**src/rtl/if_fetch_ctrl.sv**
```systemverilog
// IF-stage fetch controller: owns the PC, issues one ROM fetch at a time and feeds decode.
// Latency: a zero-wait ROM gives one instruction per cycle. On stall, one word parks in a skid entry and ce drops.
module if_fetch_ctrl #(
  parameter logic [31:0] RESET_PC = 32'h00000000
) (
  input  logic        clk,
  input  logic        rst,
  output logic [31:0] pc,
  output logic        ce,
  input  logic        rom_ack,
  input  logic [31:0] rom_data,
  input  logic        stall,
  input  logic        branch_flag,
  input  logic [31:0] branch_target,
  output logic [31:0] if_pc,
  output logic [31:0] if_inst,
  output logic        if_valid
);

  typedef enum logic [1:0] {BOOT, REQ, HOLD} state_t;

  state_t      state_q, state_d;
  logic [31:0] pc_q, pc_d;
  logic [31:0] out_pc_q, out_pc_d;
  logic [31:0] out_inst_q, out_inst_d;
  logic        out_vld_q, out_vld_d;
  logic [31:0] skid_pc_q, skid_pc_d;
  logic [31:0] skid_inst_q, skid_inst_d;
  logic        skid_full_q, skid_full_d;
  logic        out_free;

  assign out_free = !out_vld_q || !stall;

  always_comb begin
    state_d     = state_q;
    pc_d        = pc_q;
    out_pc_d    = out_pc_q;
    out_inst_d  = out_inst_q;
    out_vld_d   = out_vld_q;
    skid_pc_d   = skid_pc_q;
    skid_inst_d = skid_inst_q;
    skid_full_d = skid_full_q;

    case (state_q)
      BOOT: state_d = REQ;
      REQ: begin
        if (rom_ack) begin
          if (out_free) begin
            out_pc_d   = pc_q;
            out_inst_d = rom_data;
            out_vld_d  = 1'b1;
          end else begin
            skid_pc_d   = pc_q;
            skid_inst_d = rom_data;
            skid_full_d = 1'b1;
            state_d     = HOLD;
          end
          pc_d = pc_q + 32'd4;
        end else if (out_free) begin
          out_vld_d = 1'b0;
        end
      end
      HOLD: begin
        // Decode takes the output word on this edge, so the skid word slides in behind it.
        if (!stall) begin
          out_pc_d    = skid_pc_q;
          out_inst_d  = skid_inst_q;
          out_vld_d   = 1'b1;
          skid_full_d = 1'b0;
          state_d     = REQ;
        end
      end
      default: state_d = BOOT;
    endcase

    // A redirect overrides everything above, including a same-cycle ack.
    if (branch_flag && state_q != BOOT) begin
      out_vld_d   = 1'b0;
      skid_full_d = 1'b0;
      pc_d        = branch_target & 32'hFFFF_FFFC;
      state_d     = REQ;
    end
  end

  always_ff @(posedge clk or posedge rst) begin
    if (rst) begin
      state_q     <= BOOT;
      pc_q        <= RESET_PC;
      out_pc_q    <= 32'h0;
      out_inst_q  <= 32'h0;
      out_vld_q   <= 1'b0;
      skid_pc_q   <= 32'h0;
      skid_inst_q <= 32'h0;
      skid_full_q <= 1'b0;
    end else begin
      state_q     <= state_d;
      pc_q        <= pc_d;
      out_pc_q    <= out_pc_d;
      out_inst_q  <= out_inst_d;
      out_vld_q   <= out_vld_d;
      skid_pc_q   <= skid_pc_d;
      skid_inst_q <= skid_inst_d;
      skid_full_q <= skid_full_d;
    end
  end

  assign pc       = pc_q;
  assign ce       = (state_q == REQ);
  assign if_pc    = out_pc_q;
  assign if_inst  = out_inst_q;
  assign if_valid = out_vld_q;

endmodule

```
**config.mk**
```make
export PLATFORM = sky130hd
export DESIGN_NAME = if_fetch_ctrl
export DESIGN_NICKNAME = d
export VERILOG_FILES = /design/src/rtl/if_fetch_ctrl.sv
export SDC_FILE = /design/constraint.sdc
export NUM_CORES = 1
export LEC_CHECK = 0
export BUFFER_PORTS_ARGS = -buffer_cell sky130_fd_sc_hd__buf_2
export CORE_MARGIN = 5
export CORE_UTILIZATION = 52
export CTS_BUF_LIST = sky130_fd_sc_hd__clkbuf_4 sky130_fd_sc_hd__clkbuf_8 sky130_fd_sc_hd__clkbuf_16
export DETAILED_ROUTE_END_ITERATION = 6
export GPL_TIMING_DRIVEN = 0
export PLACE_DENSITY = 0.74
export SLEW_MARGIN = 15
export SYNTH_ARGS = -nofsm -noshare
export SYNTH_HDL_FRONTEND = slang
export SYNTH_SLANG_ARGS = --single-unit
```
**constraint.sdc**
```tcl
create_clock -name clk -period 15.6 [get_ports clk]
set_input_delay 2.34 -clock clk [delete_from_list [all_inputs] [get_ports clk]]
set_output_delay 2.34 -clock clk [all_outputs]
set_load 0.02 [all_outputs]
```
# --- Yosys cells after proc, flatten, opt, wreduce, memory -nomap -nowiden ---
# Cells that the tools add are included.
# W data, S select, Z words.
op_classes:
  add_sub_neg: 1
  n_mul: 0
  div_mod_pow: 0
  magnitude_cmp: 0
  n_eq_ne: 9
  shift: 0
  mux: 22
  bitwise_logic: 1
  reduce_logical: 15
op_table:
  columns: ["operator", "n"]
  rows:
  - ["$mux W32", 9]
  - ["$pmux W32 S2", 2]
  - ["$add A32 B3 Y32 const B", 1]
  - ["$reduce_and A3 Y1", 3]
  - ["$mux W2", 4]
  - ["$reduce_bool A2 Y1", 4]
  - ["$ne A3 B1 Y1 const B", 2]
  - ["$pmux W2 S3", 1]
  - ["$mux W1", 5]
  - ["$ne A2 B1 Y1 const B", 2]
  - ["$reduce_and A4 Y1", 1]
  - ["$ne A3 B2 Y1 const B", 1]
  - ["$ne A3 B3 Y1 const B", 1]
  - ["$reduce_bool A3 Y1", 1]
  - ["$eq A2 B1 Y1 const B", 1]
  - ["$eq A2 B2 Y1 const B", 1]
  - ["$logic_not A1 Y1", 2]
  - ["$logic_not A2 Y1", 1]
  - ["$ne A2 B2 Y1 const B", 1]
  - ["$pmux W1 S2", 1]
  - ["$reduce_and A2 Y1", 1]
  - ["$logic_and A1 B1 Y1", 1]
  - ["$logic_or A1 B1 Y1", 1]
  - ["$not A1 Y1", 1]
totals:
  regBits: 163
  latch_bits: 0
  mem_bits_rw: 0
  romBits: 0
  input_bits: 69
  output_inout_bits: 98
  word_cells: 55
  memories: 0

# --- Longest topological paths before layout ---
depth:
  depth_word: 6
  depth_mapped: 7
  mapped_depth_nobuf: 6

# --- Worst setup path after synthesis ---
# Ideal clock, no wire load.
synth_timing:
  path_kind: "input to register"
  from: "input port branch_flag"
  to: "register pc_q[25] (netlist: pc[25])"
  arrival_time_ns: 3.611
  path_slack_ns: 11.920
  cell_stages: 7
  path_buffers: 3
  cell_sequence: "clkbuf_1 -> or3_1 -> clkbuf_1 -> clkbuf_1 -> nor4b_1 -> nand3_1 -> nand3_1"
synth_via:
  elab_chain_len: 3
  word_cells_on_any_way: 5
  cone_classes: "mux: 1; reduce/logical: 4"
synth_rtl:
  columns: ["item", "line_no", "text"]
  rows:
  - ["from (decl)", "13", "input logic branch_flag,"]
  - ["$logic_and A1 B1 Y1 (*)", "77", "if (branch_flag && state_q != BOOT) begin"]
  - ["$reduce_bool A2 Y1 (no source line)", null, null]
  - ["$reduce_and A2 Y1 (no source line)", null, null]
  - ["to (signal assigned)", "97", "pc_q <= pc_d;"]
  - ["to (decl)", "23", "logic [31:0] pc_q, pc_d;"]
# Mark *: on every way between the ends. The rest lies on a longest branch, timed or not.
# A chain may end at the register's enable or synchronous reset.

# --- Worst setup path after layout ---
layout_timing:
  from: "input port stall"
  to: "register out_pc_q[20] (netlist: if_pc[20])"
layout_via:
  elab_chain_len: 4
  word_cells_on_any_way: 5
  cone_classes: "eq/ne: 2; reduce/logical: 3"
layout_rtl:
  columns: ["item", "line_no", "text"]
  rows:
  - ["from (decl)", "12", "input logic stall,"]
  - ["$logic_not A1 Y1", null, null]
  - ["$logic_or A1 B1 Y1", "32", "assign out_free = !out_vld_q || !stall;"]
  - ["$ne A2 B1 Y1 (no source line)", null, null]
  - ["$reduce_and A4 Y1 (no source line) (*)", null, null]
  - ["to (signal assigned)", "98", "out_pc_q <= out_pc_d;"]
  - ["to (decl)", "24", "logic [31:0] out_pc_q, out_pc_d;"]
# Marks and branches as above.

==> flow_summary.toml <==
[route]
viasPerCell = 5.81
first_pass_iters = 5
vias = 5977
drc_errors = 0
drt_iter0_drc = 640
wire_per_inst_microns = 19.0
ant_nets = 0
wl_microns = 19500

[global_route]
grt_overflow = 0
grt_max_degree = 119
grt_pass1_vias = 5991
grt_pass1_wl_microns = 30800
grt_antenna_before_repair = 0
grt_use_total_pct = 23.9

[timing]
maxSlewViolCount = 0
tightestPinTransition_ns = 1.06
grt_setup_unrepaired = "no"
skew_ns = 0.00635
setup_violations = 0
relSlewSlack_pct = 28.6
post-route-period-util_pct = 26.6
hold_viol = 0
min_period_ns = 4.15
fmax_mhz = 241
fin_tns_setup_ns = 0

[synthesis]
synth-async-reset-ratio_pct = 100
synthDistinctLibCells = 52
yosys.area.top_type = "dfrtp_1"
synthCells = 655
synth_edf_count = 0
syn_area_per_cell_sq_um = 11.0
synth_seq_cells = 157
synthFlopType = "dfrtp_1"
yosysWarnings = 0
synth_top_cells_by_area = "dfrtp_1 54%, mux2_2 9.7%, mux2i_1 9.0%"
yosys.area.top_type_share_pct = 54.4
synth_seq_area_share_pct = 54.4
netlist_area_sq_um = 7220

[cells_and_area]
mostFrequentLayoutCells = "173 x buf_2, 157 x dfrtp_1, 84 x nor2_1, 79 x a21oi_1, 65 x mux2i_1"
fin_cells = 1028
final_common_cell = "buf_2"
layout-drive-gt1-share_pct = 33.0
multiInputGateArea_sq_um = 3060
diodes = 0
nFillCells = 1126
syn_to_final_growth_pct = 22.9
register_area_sq_um = 3930
final_nets = 907

[floorplan]
io_pins = 167
die_w_microns = 128
fp.coreArea_sq_um = 13800
num_rows = 43
die_h_microns = 128
start_util_pct = 52.4
die_area_sq_um = 16300

[critical_path]
max_stage_delay_ns = 0.58
cp-start-kind = "input port"
ff2ff_path_depth = 6
cp_max_fo = 10
crit_path_end = "if_pc[20]"
path_cells = "buf_2 -> nand2_1 -> nand3_1 -> o21ai_1 -> clkbuf_1 -> clkbuf_1 -> a21oi_1"
reg2reg_to = "if_pc[20]"
reg2reg_slack_ns = 12.92
crit_required_ns = 15.88
cpMostUsedCell = "clkbuf_1"
worst-setup-path-type = "in2reg"
reg2reg_from = "state_q[0]"
worstSetupStartpoint = "stall"
worstPathArrival_ns = 4.43
crit_path_end_kind = "flop"
cp_slowest_cell = "o21ai_1"

[clock_network]
insertion_delay_ns = 0.42
cts_max_level = 4
cts_tree = "built"
cts_resized = 0
ctsHoldBuffers = 0
clock-sinks = 157
post_cts_buffers = 0
cts_root_buf = "clkbuf_16"
cts_buffers = 17
cts_buffer_depth = 2
clkTransAtPathRegs_ns = 0.06

[power_and_ir_drop]
p_switching_w = 0.000397
seq_power_share_pct = 45.0
clock_power_share_pct = 32.7
p_leak_nw = 4.26
p_comb_share_pct = 22.3
power_density_nw_per_um2 = 144
netSwitchingFraction_pct = 31.2
p_int_w = 0.000877
peakVddDrop_v = 0.0000701

[status]
outcome = "finished, final reports clean"

[placed_design]
numPortBuffers = 159
dp.cells = 998
dp_hpwl_microns = 13700
gp_congestion = 0.869

[flow_run]
drv_cap = 0

[hold_path]
min_path_type = "reg2reg"
## sequential cells by signal, indices dropped and copies added (netlist names)
register	cells
skid_inst_q	32
if_valid	1
if_pc	30
state_q	2
pc	30
skid_pc_q	30
if_inst	32
## metal layers
metal	up-vias	GRT usage [%]	routed length, microns
met5	-	0	0
met4	0	10.0	397
met3	37	5.38	1640
met2	273	37.8	9440
met1	2954	32.0	8050
li1	2713	-	-
## power by group through the flow
stage	registers [W]	clock network [W]	logic [W]
final	0.000574	0.000416	0.000284
after global routing	0.000585	0.000437	0.000308
after CTS	0.000572	0.000420	0.000287
after detailed placement	0.000578	0	0.000285
after global placement	0.000571	0	0.000274
after floorplan	0.000615	0	0.000141
## cells in the mapped netlist, drive strengths merged (2+ instances only)
cell type and instances:
dfrtp 157, nor2 84, a21oi 79, mux2i 65
mux2 62, clkbuf 31, nand2 28, buf 19
nand3 19, o21ai 15, nand4 11, nor3 9
a22oi 7, o22ai 7, o211ai 6, a2bb2oi 5
inv 5, o311ai 5, nor4 4, a31oi 3
nand2b 3, or3 3, or4 3, a221o 2
and4 2, nor2b 2, nor4b 2, o22a 2
## final cells by class
cell class	count	share of cell area, %
Buffer	50	2.50
Clock buffer	18	4.95
Clock inverter	12	1.66
Inverter	5	0.296
Multi-Input combinational cell	446	34.5
Sequential cell	157	44.3
Tap cell	180	2.54
Timing Repair Buffer	160	9.28
## worst max-delay path: cells and delay by family
family,cells,cell delay (ns)
and+or+nand+nor,2,0.20
buffers and inverters,3,1.17
AOI/OAI and AO/OA,2,0.72
## stage by stage
| step | hold WS (ns) | instance area [sq um] | setup slack (ns) | total power [W] | util, % |
|---|---|---|---|---|---|
| CTS | 0.508 | 8870 | 11.39 | 0.00128 | 64.4 |
| detailed placement | 0.495 | 8290 | 10.96 | 0.000864 | 60.2 |
| global placement | 0.488 | 8250 | 7.45 | 0.000845 | 59.9 |
| finish | 0.506 | 8870 | 11.45 | 0.00127 | 64.4 |
| global route | 0.517 | 8870 | 11.31 | 0.00133 | 64.4 |
| floorplan | 0.480 | 7230 | 9.03 | 0.000756 | - |
## kinds of logic (layout without fill, tap and decap cells)
group,Yosys count,in the layout,synth area share (%)
buffers and inverters,55,245,3.33
multiplexers,127,127,18.7
AND/OR/NAND/NOR,174,174,11.6
other,1,4,0.0520
adder cells (fa/ha/maj),1,1,0.173
flip-flops,157,157,54.4
AO/OA/AOI/OAI,140,140,11.7
## how the worst min path moves through the flow
stage                     from               to  slack (ns)  cells past startpoint
2_1_floorplan   skid_inst_q[0]   skid_inst_q[0]        0.48                      1
3_3_place_gp   skid_inst_q[18]  skid_inst_q[18]        0.49                      1
3_5_place_dp    skid_inst_q[8]   skid_inst_q[8]        0.49                      1
4_1_cts         skid_inst_q[8]   skid_inst_q[8]        0.51                      1
5_1_grt           skid_pc_q[7]     skid_pc_q[7]        0.52                      1
6_report        skid_inst_q[8]   skid_inst_q[8]        0.51                      1
(Power assumes the default switching activity.)
